$ cat src/rtl/pipe_hazard_ctrl.sv
// Hazard and sequencing controller for the four pipeline register walls: load-use bubbles,
// taken-branch flushes, data-memory wait stalls with a timeout halt, and a stall-cycle counter.
module pipe_hazard_ctrl #(
    parameter int unsigned MEM_TIMEOUT = 64,
    parameter int unsigned CNT_W       = 16
) (
    input  logic             clock,
    input  logic             reset,
    input  logic [4:0]       iID_ra_addr,
    input  logic [4:0]       iID_rt_addr,
    input  logic             iID_uses_ra,
    input  logic             iID_uses_rt,
    input  logic             iEX_do_dm_read,
    input  logic [4:0]       iEX_write_reg_addr,
    input  logic             iEX_branch_taken,
    input  logic             iMEM_dm_busy,
    output logic             oPC_stall,
    output logic             oREG1_stall,
    output logic             oREG23_stall,
    output logic             do_flush_REG1,
    output logic             do_flush_REG2,
    output logic             do_flush_REG3,
    output logic             do_flush_REG4,
    output logic             oMEM_timeout,
    output logic [CNT_W-1:0] oSTALL_count
);

    typedef enum logic [1:0] {StRun, StMemWait, StHalt} state_e;

    localparam logic [7:0] WaitLast = 8'(MEM_TIMEOUT - 1);

    state_e           state_q, state_d;
    logic [7:0]       wait_cnt_q, wait_cnt_d;
    logic             timeout_q, timeout_d;
    logic [CNT_W-1:0] stall_cnt_q, stall_cnt_d;
    logic             load_use;
    logic             run_rules;

    assign load_use = iEX_do_dm_read && (iEX_write_reg_addr != 5'd0) &&
                      ((iID_uses_ra && (iID_ra_addr == iEX_write_reg_addr)) ||
                       (iID_uses_rt && (iID_rt_addr == iEX_write_reg_addr)));

    always_comb begin
        state_d       = state_q;
        wait_cnt_d    = wait_cnt_q;
        timeout_d     = timeout_q;
        run_rules     = 1'b0;
        oPC_stall     = 1'b0;
        oREG1_stall   = 1'b0;
        oREG23_stall  = 1'b0;
        do_flush_REG1 = 1'b0;
        do_flush_REG2 = 1'b0;
        do_flush_REG3 = 1'b0;
        do_flush_REG4 = 1'b0;

        unique case (state_q)
            StRun: begin
                if (iMEM_dm_busy) begin
                    state_d    = StMemWait;
                    wait_cnt_d = 8'd1;
                end else begin
                    run_rules = 1'b1;
                end
            end
            StMemWait: begin
                if (!iMEM_dm_busy) begin
                    // Memory finished: the held branch/LU inputs act in this same cycle.
                    state_d    = StRun;
                    wait_cnt_d = 8'd0;
                    run_rules  = 1'b1;
                end else if (wait_cnt_q == WaitLast) begin
                    state_d   = StHalt;
                    timeout_d = 1'b1;
                end else begin
                    wait_cnt_d = wait_cnt_q + 8'd1;
                end
            end
            StHalt: ;
            default: state_d = StRun;
        endcase

        if (run_rules) begin
            if (iEX_branch_taken) begin
                do_flush_REG1 = 1'b1;
                do_flush_REG2 = 1'b1;
            end else if (load_use) begin
                oPC_stall     = 1'b1;
                oREG1_stall   = 1'b1;
                do_flush_REG2 = 1'b1;
            end
        end else begin
            oPC_stall     = 1'b1;
            oREG1_stall   = 1'b1;
            oREG23_stall  = 1'b1;
            do_flush_REG4 = 1'b1;
        end

        if (!reset) begin
            oPC_stall     = 1'b0;
            oREG1_stall   = 1'b0;
            oREG23_stall  = 1'b0;
            do_flush_REG1 = 1'b1;
            do_flush_REG2 = 1'b1;
            do_flush_REG3 = 1'b1;
            do_flush_REG4 = 1'b1;
        end

        stall_cnt_d = stall_cnt_q;
        if (oPC_stall && (stall_cnt_q != '1)) begin
            stall_cnt_d = stall_cnt_q + CNT_W'(1);
        end
    end

    always_ff @(posedge clock) begin
        if (!reset) begin
            state_q     <= StRun;
            wait_cnt_q  <= 8'd0;
            timeout_q   <= 1'b0;
            stall_cnt_q <= '0;
        end else begin
            state_q     <= state_d;
            wait_cnt_q  <= wait_cnt_d;
            timeout_q   <= timeout_d;
            stall_cnt_q <= stall_cnt_d;
        end
    end

    assign oMEM_timeout = timeout_q;
    assign oSTALL_count = stall_cnt_q;

endmodule

$ cat config.mk
export PLATFORM = sky130hd
export DESIGN_NAME = pipe_hazard_ctrl
export DESIGN_NICKNAME = d
export VERILOG_FILES = /design/src/rtl/pipe_hazard_ctrl.sv
export SDC_FILE = /design/constraint.sdc
export NUM_CORES = 1
export LEC_CHECK = 0
export ABC_CLOCK_PERIOD_IN_PS = 1600
export BUFFER_PORTS_ARGS = -buffer_cell sky130_fd_sc_hd__buf_2
export CORE_UTILIZATION = 35
export CTS_CLUSTER_DIAMETER = 120
export DETAILED_ROUTE_END_ITERATION = 12
export GPL_TIMING_DRIVEN = 0
export PLACE_DENSITY = 0.71
export SLEW_MARGIN = 0
export SYNTH_ARGS = -nofsm -noshare
export SYNTH_HDL_FRONTEND = slang
export SYNTH_SLANG_ARGS = --single-unit
export TNS_END_PERCENT = 10
$ cat constraint.sdc
create_clock -name clock -period 1.6 [get_ports clock]
set_input_delay 0 -clock clock [delete_from_list [all_inputs] [get_ports clock]]
set_output_delay 0 -clock clock [all_outputs]
set_load 0.05 [all_outputs]
==> metrics.cfg <==
[status]
status = finished, violations left
violations = setup timing

[cts]
cts_buffer_depth = 2
cts-buffers-inserted = 3
cts.sink_count = 27
cts-root-buf = clkbuf_8
cts_tree = built
clk_pin_slew_ns = 0.10
cts_hold_buf = 0
clk_latency_ns = 0.27
htreeDepth = 1

[global_route]
track_usage_pct = 16.3
antenna_found_initial = 0
grt_pass1_vias = 1245
grt_overflow = 0
grt_pass1_wl_mm = 5.71
grt_start_max_net_pins = 16

[route]
postRouteWirelength_mm = 3.81
vias_per_cell = 5.20
drt_iter0_markers = 65
vias = 1502
wl_per_cell_um = 13.2
ant_nets = 0
dr.pass1.iters = 4
drc = 0

[floorplan]
num_io_pins = 46
die_x_um = 68.2
coreArea_um2 = 4120
num_rows = 23
die_h_um = 68.2
dieArea_um2 = 4660
initial_core_util_pct = 37.3

[placed_design]
gp_congestion = 0.774
dpl.hpwl_mm = 2.62
dp_cells = 274
io_buffers = 45

[timing]
min_period_over_period_pct = 102
min_period_ns = 1.63
clock-skew-final_ns = 0.00576
slew_viol_final = 0
rsz0062_at_grt = yes
finalSetupTns_ns = -0.0455
setup_viol = 2
layout_setup_ws_ns = -0.0317
hold_viol_final = 0
whs_ns = 0.101
slew_headroom_pct = 65.6
worstMarginPinSlew_ns = 0.516
max_freq_mhz = 613

[worst_setup_path]
crit_path_end_kind = flop
critPathRequiredTime_ns = 1.81
setup.worst_path.start_class = flop
critPathMostFrequentCell = buf_6
crit_chain = and4_1 > buf_6 > nand2_8 > nor3_4 > buf_6 > or4_4 > a21oi_2
crit_arrival_ns = 1.84
path_buf_inv = 2
cp_top_family = simple AND/OR/NAND/NOR gates
path_max_fanout = 5
crit_type = reg -> reg
reg2regPathDepth = 7
worst_r2r_startpoint = oSTALL_count[3]
r2r_end = oSTALL_count[13]
slowest_stage = or4_4
max_stage_delay_ns = 0.47
r2r_slack_ns = -0.03

[synth]
yosysWarnings = 0
synthArstFlopShare_pct = 0
postSynthCellCount = 179
synth_area_leaders = dfxtp_1 35%, xnor2_1 6.8%, mux2i_1 5.9%
synth_edf_count = 0
yosys-top-cells-count = 27 x dfxtp_1, 17 x nand2_1, 12 x nor2_1, 12 x xnor2_1
ys_ff_latch = 27
syn_nets = 203
synth_top_flop_cell = dfxtp_1
yosysTopAreaCell = dfxtp_1
synth_seq_area_share_pct = 35.2
synth.most_common_cell = dfxtp_1
synth_top_area_share_pct = 35.2
ys_types = 43
syn_avg_cell_area_um2 = 8.58
syn-cell-area_um2 = 1540

[power_and_ir_drop]
p_per_area_nw_per_um2 = 600
power.share.sequential_pct = 51.9
p_clk_share_pct = 30.6
swShare_pct = 28.5
comb_power_share_pct = 17.5
power_switching_w = 0.000368
intPower_w = 0.000925
peakVddDrop_mv = 0.326
power_leakage_nw = 0.873
power_w = 0.00129

[hold_path]
hold_end = state_q[1]
hold_path_class = in -> reg
whs_path_depth = 3
hp-start = iMEM_dm_busy

[run]
max-cap-violations = 0

[cells_and_area]
drive_gt1_share_pct = 44.8
nNetsFinal = 264
fillers = 400
finalNonFillerCells = 289
antenna_cells = 0
area_growth_pct = 40.3

-- worst reg2reg max path: cells and delay by family, from the launching register on --
kind                   cells  cell delay (ns)
AOI/OAI and AO/OA          1             0.14
DFF                        1             0.36
buffers and inverters      2             0.27
and+or+nand+nor            4             0.80
-- cell type report --
cell class / instances / area (um2) / area share [%]
Multi-Input combinational cell: 141 / 1060 / 49.0
Sequential cell: 27 / 589 / 27.4
Timing Repair Buffer: 57 / 334 / 15.5
Tap cell: 50 / 62.6 / 2.90
Buffer: 7 / 52.6 / 2.44
Clock buffer: 3 / 41.3 / 1.92
Inverter: 3 / 13.8 / 0.639
Clock inverter: 1 / 5.00 / 0.232
-- flip-flops by register name, indices dropped and copies added, names as in the netlist --
register and count:
wait_cnt_q 8, oMEM_timeout 1, oSTALL_count 16, state_q 2
-- power by group through the flow --
stage	Combinational, W	Clock, W	Sequential [W]
floorplan	0.000133	0	0.000695
detailed placement	0.000210	0	0.000688
CTS	0.000219	0.000403	0.000672
global route	0.000247	0.000445	0.000672
finish	0.000227	0.000396	0.000671
global placement	0.000207	0	0.000687
-- stage by stage --
step / area, um2 / util, % / worst slack [ns]
floorplan: 1640 / - / -0.0377
global placement: 1930 / 46.8 / -0.167
detailed placement: 1930 / 46.8 / -0.200
CTS: 2030 / 49.3 / -0.0669
global route: 2150 / 52.4 / -0.131
finish: 2150 / 52.4 / -0.0317
-- cells by family (layout without fill, tap and decap cells) --
family	count (synthesis)	in the layout	share of synthesized area (%)
AOI/OAI and AO/OA	25	25	11.1
buffers and inverters	11	71	3.75
DFF	27	27	35.2
and+or+nand+nor	88	88	32.8
xor gates and xnor gates	17	17	9.70
muxes	9	9	5.87
adders and majority gates	2	2	1.63
-- how the worst max path moves through the flow --
stage / cells past startpoint / to / from / slack [ns]
6_report: 7 / oSTALL_count[13] / oSTALL_count[3] / -0.03
5_1_grt: 6 / oSTALL_count[15] / oSTALL_count[6] / -0.13
4_1_cts: 7 / oSTALL_count[13] / oSTALL_count[5] / -0.07
3_5_place_dp: 8 / oSTALL_count[3] / iEX_write_reg_addr[1] / -0.20
3_3_place_gp: 8 / oSTALL_count[3] / iEX_write_reg_addr[1] / -0.17
2_1_floorplan: 6 / oSTALL_count[10] / oSTALL_count[2] / -0.04
-- per-layer routing --
metal / track usage, % / routed length [um]
met5: 0 / 0
met4: 4.69 / 59
met3: 2.50 / 131
met2: 26.1 / 1740
met1: 22.2 / 1870
-- cell usage in the layout, fill, tap and decap left out, types with 4 or more instances in the layout --
cell type	n
nand2b_1	9
dfxtp_4	10
dfxtp_2	9
buf_4	12
a21oi_1	8
nand2_1	17
xnor2_1	12
dfxtp_1	8
mux2i_1	9
nor3_2	4
buf_6	4
nor2_1	10
nand4_1	9
nand3_1	8
xor2_1	5
buf_2	44
-- repair_timing --
item | in CTS | in global routing
endpoints found under the setup margin | 14 | 20
pin swaps | 5 | 6
setup buffers | 3 | 9
hold endpoints to repair | 0 | 0
resized for setup | 7 | 12
No activity file was read; power rests on OpenSTA's default activity.
